$ cat config.mk
export PLATFORM = sky130hd
export DESIGN_NAME = alu_control_seq
export DESIGN_NICKNAME = d
export VERILOG_FILES = /design/src/rtl/alu_control_seq.sv
export SDC_FILE = /design/constraint.sdc
export NUM_CORES = 1
export LEC_CHECK = 0
export CAP_MARGIN = 20
export CORE_AREA = 3 3 40 42
export DETAILED_ROUTE_END_ITERATION = 7
export DIE_AREA = 0 0 43 45
export HOLD_SLACK_MARGIN = 0.06
export PLACE_DENSITY = 0.75
export SETUP_SLACK_MARGIN = 0.3
export SLEW_MARGIN = 20
export SYNTH_ARGS = -nofsm -noshare
export SYNTH_HDL_FRONTEND = slang
export SYNTH_SLANG_ARGS = --single-unit
$ cat constraint.sdc
create_clock -name CLK -period 2.4 [get_ports CLK]
set_input_delay 0.72 -clock CLK [delete_from_list [all_inputs] [get_ports CLK]]
set_output_delay 0.72 -clock CLK [all_outputs]
set_load 0.05 [all_outputs]
$ cat src/rtl/alu_control_seq.sv
// alu_control_seq
//   Registered, handshaked ALU control decoder. It takes an ALUop/FuncCode
//   pair from decode under valid/ready and presents a registered ALUCtrl
//   word to the ALU under a second valid/ready pair. MULT/DIV codes are
//   held for MC_LAT cycles before out_valid rises. Undecodable R-type codes
//   produce ALUCtrl=0 with Illegal=1.
//
//   Optional feature macro: ALUCTRL_MC_EN
//     defined   : MULT/DIV are multi-cycle (MultiCycle=1, countdown state).
//     undefined : MULT/DIV decode as Illegal, Busy/MultiCycle tied to 0.
//
//   Ports
//     CLK        in   clock, rising edge
//     Reset_L    in   asynchronous active-low reset
//     in_valid   in   ALUop/FuncCode present
//     in_ready   out  block can accept this cycle
//     ALUop      in   [OPW-1:0] operation class from main control
//     FuncCode   in   [5:0] instruction function field
//     out_valid  out  ALUCtrl/Illegal/MultiCycle valid
//     out_ready  in   ALU consumes the result this cycle
//     ALUCtrl    out  [CTRLW-1:0] registered ALU control word
//     MultiCycle out  held result came from MULT/DIV
//     Illegal    out  held result came from an undecodable FuncCode
//     Busy       out  multi-cycle countdown in progress
module alu_control_seq #(
  parameter int              OPW      = 4,
  parameter int              CTRLW    = 4,
  parameter logic [OPW-1:0]  RTYPE_OP = {OPW{1'b1}},
  parameter int              MC_LAT   = 32
) (
  input  logic             CLK,
  input  logic             Reset_L,
  input  logic             in_valid,
  output logic             in_ready,
  input  logic [OPW-1:0]   ALUop,
  input  logic [5:0]       FuncCode,
  output logic             out_valid,
  input  logic             out_ready,
  output logic [CTRLW-1:0] ALUCtrl,
  output logic             MultiCycle,
  output logic             Illegal,
  output logic             Busy
);

  // Elaboration-time guard on parameter ranges.
  if (CTRLW < 4 || MC_LAT < 2) begin : g_param_check
    $error("alu_control_seq: CTRLW must be >= 4 and MC_LAT must be >= 2");
  end

  typedef enum logic [1:0] {
    S_IDLE  = 2'd0,
    S_VALID = 2'd1
`ifdef ALUCTRL_MC_EN
    ,
    S_MC    = 2'd2
`endif
  } state_t;

  // Returns {illegal, ctrl}. MULT/DIV only decode when the multi-cycle
  // path exists; otherwise they fall into the illegal default.
  function automatic logic [CTRLW:0] decode(input logic [OPW-1:0] op,
                                            input logic [5:0]     fc);
    logic [3:0] c;
    logic       ill;
    c   = 4'b0000;
    ill = 1'b0;
    if (op == RTYPE_OP) begin
      case (fc)
        6'b000000: c = 4'b0011;  // SLL
        6'b000010: c = 4'b0100;  // SRL
        6'b000011: c = 4'b1101;  // SRA
        6'b100000,
        6'b100001: c = 4'b0010;  // ADD/ADDU
        6'b100010,
        6'b100011: c = 4'b0110;  // SUB/SUBU
        6'b100100: c = 4'b0000;  // AND
        6'b100101: c = 4'b0001;  // OR
        6'b100110: c = 4'b1010;  // XOR
        6'b100111: c = 4'b1100;  // NOR
        6'b101010: c = 4'b0111;  // SLT
        6'b101011: c = 4'b1000;  // SLTU
`ifdef ALUCTRL_MC_EN
        6'b011000: c = 4'b1001;  // MULT
        6'b011010: c = 4'b1011;  // DIV
`endif
        default:   ill = 1'b1;
      endcase
      return {ill, CTRLW'(c)};
    end
    return {1'b0, CTRLW'(op)};
  endfunction

  state_t           state_reg;
  logic             run_reg;        // low in reset, high from the first edge after release
  logic [CTRLW-1:0] ctrl_reg;
  logic             illegal_reg;
  logic             out_valid_reg;
  logic [CTRLW:0]   dec;
  logic [CTRLW-1:0] dec_ctrl;
  logic             dec_ill;
  logic             in_fire;
  logic             out_fire;

  assign dec      = decode(ALUop, FuncCode);
  assign dec_ctrl = dec[CTRLW-1:0];
  assign dec_ill  = dec[CTRLW];

  // Ready when empty, or when the held result leaves this same cycle.
  assign in_ready = run_reg &&
                    ((state_reg == S_IDLE) || ((state_reg == S_VALID) && out_ready));
  assign in_fire  = in_valid && in_ready;
  assign out_fire = out_valid_reg && out_ready;

`ifdef ALUCTRL_MC_EN
  localparam int CNTW = $clog2(MC_LAT);

  logic [CNTW-1:0] cnt_reg;
  logic            mc_reg;
  logic            busy_reg;
  logic            dec_mc;

  assign dec_mc = (ALUop == RTYPE_OP) &&
                  ((FuncCode == 6'b011000) || (FuncCode == 6'b011010));
`endif

  always_ff @(posedge CLK or negedge Reset_L) begin
    if (!Reset_L) begin
      state_reg     <= S_IDLE;
      run_reg       <= 1'b0;
      ctrl_reg      <= '0;
      illegal_reg   <= 1'b0;
      out_valid_reg <= 1'b0;
`ifdef ALUCTRL_MC_EN
      cnt_reg       <= '0;
      mc_reg        <= 1'b0;
      busy_reg      <= 1'b0;
`endif
    end else begin
      run_reg <= 1'b1;
      case (state_reg)
        S_IDLE, S_VALID: begin
          if (in_fire) begin
            ctrl_reg    <= dec_ctrl;
            illegal_reg <= dec_ill;
`ifdef ALUCTRL_MC_EN
            mc_reg      <= dec_mc;
            if (dec_mc) begin
              state_reg     <= S_MC;
              out_valid_reg <= 1'b0;
              busy_reg      <= 1'b1;
              cnt_reg       <= CNTW'(MC_LAT - 1);
            end else begin
              state_reg     <= S_VALID;
              out_valid_reg <= 1'b1;
            end
`else
            state_reg     <= S_VALID;
            out_valid_reg <= 1'b1;
`endif
          end else if (out_fire) begin
            state_reg     <= S_IDLE;
            out_valid_reg <= 1'b0;
          end
        end
`ifdef ALUCTRL_MC_EN
        // The counter is loaded with MC_LAT-1 >= 1, so the edge on which it
        // reaches 0 is also the edge that releases the result; it cannot wrap.
        S_MC: begin
          cnt_reg <= cnt_reg - 1'b1;
          if (cnt_reg == CNTW'(1)) begin
            state_reg     <= S_VALID;
            out_valid_reg <= 1'b1;
            busy_reg      <= 1'b0;
          end
        end
`endif
        default: begin
          state_reg     <= S_IDLE;
          out_valid_reg <= 1'b0;
        end
      endcase
    end
  end

  assign ALUCtrl   = ctrl_reg;
  assign Illegal   = illegal_reg;
  assign out_valid = out_valid_reg;
`ifdef ALUCTRL_MC_EN
  assign MultiCycle = mc_reg;
  assign Busy       = busy_reg;
`else
  assign MultiCycle = 1'b0;
  assign Busy       = 1'b0;
`endif

endmodule

# Word level (Yosys, flattened, before mapping)
# Index checks and enable logic that the tools add are counted.
# totals
register_bits,9
output_inout_bits,9
# classes
eq_ne,15
n_mux,11
reduce_logical,12
# op_table
cell,n
equality test 6 bit (second input constant),10
case mux 4 bit (10 select lines),1
OR reduction 13 bit,1
equality test 6 x 2 -> 1 bit (second input constant),2
2-to-1 mux 5 bit,2
zero test 6 bit,1
2-to-1 mux 2 bit,3
OR reduction 2 bit,3
2-to-1 mux 1 bit,5
equality test 4 bit (second input constant),1
logical AND 1 bit,4
!= test 3 bit (second input constant),1
equality test 2 x 1 -> 1 bit (second input constant),1
zero test 2 bit,1
AND reduction 2 bit,1
logical OR 1 bit,1

# Longest topological paths before layout
# Gate-level depths: netlist (run 1).
# depth
ltp_word,7
mapped_depth,5
ltp_nobuf,4

# Worst setup path after synthesis (run 1)
# No wires, ideal clock.
# synth_timing
kind,in2out
start,input out_ready
end,output in_ready
arrival_time_ps,1281
t_required_ps,1680
setup_slack_ps,399
stages,2
n_path_buf,0
cell_sequence,nand2b_1 > and2_1
# synth_between
elab_chain_len,3
# synth_lines
item,line_no,text
from (decl),38,"input logic out_ready,"
logical AND 1 bit,110,((state_reg == S_IDLE) || ((state_reg == S_VALID) && out_ready));
logical OR 1 bit,110,
logical AND 1 bit,109,assign in_ready = run_reg &&
to (decl),34,"output logic in_ready,"
# Every way passes these cells.

# Final worst setup path (run 1)
# Same ends and word-level chain as after synthesis.

==> results of run 1 <==
power by group through the flow:
stage / clock network (W) / logic (W) / registers (W)
detailed placement: 0 / 0.000183 / 0.000143
finish: 0.000109 / 0.000174 / 0.000141
CTS: 0.000112 / 0.000175 / 0.000141
global route: 0.000124 / 0.000184 / 0.000144
floorplan: 0 / 0.0000626 / 0.000193
global placement: 0 / 0.000181 / 0.000142
final cells by class:
| class | count | area (um^2) |
|---|---|---|
| clock buffers | 4 | 26.3 |
| fillers | 120 | 485 |
| inverters | 2 | 7.51 |
| multi-input cells | 50 | 332 |
| flip-flops and latches | 7 | 175 |
| well taps | 15 | 18.8 |
| repair buffers | 25 | 240 |
placed cells by master (no fill, tap or decap), types with 2 or more instances in the layout:
cell type	n
nand3_1	3
clkbuf_4	3
nand2b_1	2
buf_4	5
nor3_1	3
and3_1	2
nand2_1	8
inv_1	2
conb_1	3
dlygate4sd2_1	6
dfrtp_1	7
o211ai_1	2
nor2_1	2
a31oi_1	2
clkdlybuf4s50_1	12
layer usage:
metal | up-vias | part of all wire [%]
met2 | 23 | 44
met4 | 0 | 1.7
li1 | 278 | -
met1 | 238 | 46
met5 | - | 0
met3 | 2 | 9.0
cell families (layout without fill, tap and decap cells):
family                 Yosys count  in the layout  synth area share, %
AO/OA/AOI/OAI                   14             14                 19.3
XOR/XNOR                         1              1                 1.59
buffers and inverters            9             31                 10.7
flip-flops                       7              7                 31.7
multiplexers                     2              2                 3.85
other                            2              3                 1.36
AND/OR/NAND/NOR                 30             30                 31.5
through the flow:
| stage | cell area (um^2) | instances |
|---|---|---|
| 6_report | 800 | 103 |
| 5_1_grt | 800 | 103 |
| 4_1_cts | 798 | 103 |
| 3_5_place_dp | 771 | 99 |
| 3_3_place_gp | 771 | 99 |
| 2_1_floorplan | 556 | 66 |
critical path, stage by stage:
cell and delay, ns:
clkdlybuf4s15_1 0.16, nand2b_4 0.13, and2_4 0.14, buf_12 0.14
worst paths after layout:
check	start	end	slack [ns]	depth (start not counted)
hold reg to reg	ALUCtrl[3]	ALUCtrl[3]	0.48	1
min in group asynchronous	Reset_L	ALUCtrl[3]	0.74	1
setup / recovery	out_ready	in_ready	0.39	4
setup reg to reg	out_valid	Illegal	1.07	5
max in group asynchronous	Reset_L	Illegal	1.41	1
hold / removal	ALUCtrl[3]	ALUCtrl[3]	0.48	1
timing repair:
action | in CTS | in global routing
setup buffers | 0 | 0
pin swaps | 1 | 0
hold endpoints to repair | 0 | 0
gates resized for setup | 9 | 1
endpoints found under the setup margin | 7 | 1
==> run metrics, run 1 <==
Worst Skew 0.000395 ns; worst-path fanout max 2; Post-synth top flop dfrtp_1; Final min period between 2 and 2.5 ns; Max VDD drop 0.222 mV; vias in the first global route 524; DR pass1 iterations 2; CTS H-tree lvls 1; cell-internal power 0.000263 W; Slew Viols, Final 0; P per Cell Area 530 nW/um^2; CTS clk-pin slew, worst paths 0.05 ns; area growth from synthesis to layout 44.9%; Hold Fails Final Rpt 0; met3 Track Usage GR ~3.2%; die area roughly 1900 um^2; Synth Warn # 0; fin crit share 83.8%; CTS tree done; drt drc 0; synth unique cells 37; gr usage total about 15%; synth top area cells dfrtp_1, nand2_1, buf_6; Avg Inst Size Synth 8.49 um^2; Post-synth ARST share 100%; I/O pin total 23; grt peak-use layer met2; Setup WS pre-CTS 0.0948 ns; Layout Utilization about 62%; n_diodes 0; HP Class reg2reg; CTS sink cnt 7; Design Power 0.000424 W; Detailed Route Iter0 Violations 5; switching share of power 37.8%; final worst slack 0.389 ns; top-count cell post-synth nand2_1; Setup TNS Final 0 ns; cell taking the most area after synthesis dfrtp_1; met1 Use GR 17.6%; dpl hpwl around 1000 um; Netlist Area Pre-Place ~550 um^2; RSZ-0062 raised after global routing no; hold buffers post-CTS 0; Vias per Instance 5.25; share of cells above drive strength 1 14.8%; CP Data Required Time 1.68 ns; Synth top area share around a third; Switch Pwr 0.000160 W; Worst EP arrival 1.29 ns; clock root cell clkbuf_4; Routed WL per cell 12.1 um; total grt overflow 0; Post-synth EDFFs 0; CTS Buf Count 3; CP Class in2out; combinational share of power ~40%; chip width 43 um; Max Fclk 0.497 GHz; first-pass GRT wire length 2.12 mm; routability cong. 0.775; post-synthesis instance total 65; Rows 13; largest net degree at the start of global routing 13; clock share of power 25.7%; initial antenna violation count 0; status finished, final reports clean; chip height 45 um; Leak 0.355 nW; maxcap violations 0; setup violators final 0; sequential fraction of the synthesis area a little under a third; top post-synthesis cells by count nand2_1, dfrtp_1, nand2b_1, nand3_1, nor3_1; max reg flops 4; CP endpoint kind primary output; sequential share of power between 30% and 40%; antenna-violating nets left 0; worst-skew pair later-pin latency 0.25 ns; clk buf depth 2; via count between 500 and 600; final wirelength between 1 and 1.5 mm; met2 Use GR 23.7%; IO Port Bufs 20; Final Hold Slack 0.483 ns; FF+latch count, synth 7; initial core utilization 42.9%; Layout Nets 103; core region area 1280 um^2; Startpoint Class input pin
Power figures use the tool's default switching activity.
==> run 2, diff against run 1 <==
Settings changed: CORE_AREA 3 3 40 42 to not set, CORE_MARGIN set to 3, CORE_UTILIZATION set to 40, DIE_AREA 0 0 43 45 to not set, PLACE_DENSITY 0.75 to 0.73.
Clock period 2.4 ns to 1.9 ns, I/O delays scaled along.
==> run metrics, run 2 (same netlist as run 1, synthesis figures left out) <==
CTS H-tree lvls 1; Final min period between 1.5 and 2 ns; die area roughly 1900 um^2; chip width roughly 43 um; total grt overflow 0; dpl hpwl 1.24 mm; clk buf depth 2; CP Data Required Time 1.33 ns; IO Port Bufs 20; Hold Fails Final Rpt 0; Routed WL per cell about 14 um; vias in the first global route 609; CTS Buf Count 3; combinational share of power 42.8%; Worst Skew roughly 0.0080 ns; Leak 0.423 nW; chip height about 43 um; DR pass1 iterations 4; cell-internal power 0.000345 W; via count 615; core region area approximately 1200 um^2; routability cong. around 0.86; CTS tree done; P per Cell Area 646 nW/um^2; clock root cell clkbuf_4; initial core utilization 45.9%; Rows 12; CP Class in2out; I/O pin total 23; Non-Filler Instances 112; Max VDD drop 0.379 mV; maxcap violations 0; commonest non-fill, non-tap cell in the layout buf_4; gr usage total 19.8%; setup violators final 0; final worst slack 0.270 ns; commonest cells after routing, fill and taps aside buf_4, nand2_1, dfrtp_1, dlygate4sd2_1; RSZ-0062 raised after global routing yes; dpl cells 108; Max Fclk about 0.6 GHz; Switch Pwr roughly 0.00022 W; worst-path fanout max 2; final wirelength roughly 1.6 mm; initial antenna violation count 0; max reg flops 4; CTS clk-pin slew, worst paths approximately 0.06 ns; CTS sink cnt 7; Worst EP arrival 1.06 ns; Slew Viols, Final 0; area growth from synthesis to layout 57.6%; Detailed Route Iter0 Violations 16; Startpoint Class input pin; antenna-violating nets left 0; share of cells above drive strength 1 between 30% and 40%; switching share of power 38.6%; Layout Nets 113; drt drc 0; first-pass GRT wire length 2.71 mm; Setup WS pre-CTS -0.165 ns; Vias per Instance 5.49; n_diodes 0; CP endpoint kind primary output; worst-skew pair later-pin latency roughly 0.26 ns; fill count 96; clock share of power 24.9%; Design Power 0.000562 W; fin crit share 85.8%; largest net degree at the start of global routing 12; status finished, final reports clean; sequential share of power 32.3%; HP Class reg2reg
[run 2: cell count changes in the layout (fill, tap and decap cells not counted), sizes merged]
cell,delta
dlymetal6s2s,+1
clkbuf,+2
clkdlybuf4s50,-10
buf,+17
[run 2: worst paths after layout]
path                             from    endpoint  slack [ns]  cells after the start
setup / recovery            out_ready    in_ready        0.27                      4
hold / removal             ALUCtrl[2]  ALUCtrl[2]        0.49                      1
setup reg to reg            out_valid  ALUCtrl[1]        0.56                      5
hold reg to reg            ALUCtrl[2]  ALUCtrl[2]        0.49                      1
max in group asynchronous     Reset_L   out_valid        1.03                      1
min in group asynchronous     Reset_L  ALUCtrl[2]        0.58                      1
[run 2: what timing repair did]
item	4_1_cts	5_1_grt
pin swaps	3	2
setup buffers	0	0
hold buffers	0	0
setup endpoints to repair	6	6
gates resized for setup	15	10
[run 2: final cells by class]
| type | instances | area, um^2 | share of cell area (%) |
|---|---|---|---|
| Multi-Input combinational cell | 50 | 348 | 40.0 |
| Timing Repair Buffer | 35 | 294 | 33.8 |
| Tap cell | 14 | 17.5 | 2.01 |
| Sequential cell | 7 | 176 | 20.3 |
| Clock buffer | 4 | 26.3 | 3.02 |
| Inverter | 2 | 7.51 | 0.863 |
[run 2: through the flow]
| stage | utilization [%] | area, um^2 | setup TNS [ns] | hold slack, ns |
|---|---|---|---|---|
| final | 72.4 | 870 | 0 | 0.492 |
| after global routing | 72.4 | 870 | 0 | 0.510 |
| after CTS | 71.3 | 856 | 0 | 0.497 |
| after detailed placement | 69.3 | 832 | -0.739 | 0.485 |
| after global placement | 69.3 | 832 | -0.592 | 0.466 |
| after floorplan | - | 558 | 0 | 0.274 |
[run 2: power by group through the flow]
stage / Combinational [W] / Clock (W) / Sequential (W)
final: 0.000240 / 0.000140 / 0.000182
after floorplan: 0.0000795 / 0 / 0.000244
after CTS: 0.000238 / 0.000145 / 0.000181
after global placement: 0.000238 / 0 / 0.000181
after detailed placement: 0.000243 / 0 / 0.000182
after global routing: 0.000255 / 0.000153 / 0.000183
[run 2: metal layers]
metal | GRT usage [%] | wire length (um) | vias up
met1 | 25.4 | 681 | 290
met2 | 28.3 | 785 | 22
met4 | 12.7 | 36 | 0
li1 | - | - | 299
met5 | 0 | 0 | -
met3 | 5.93 | 99 | 4
[run 2: worst max-delay path, stage by stage]
cell      delay [ns]
buf_6           0.09
nand2b_4        0.13
and2_4          0.14
buf_12          0.14
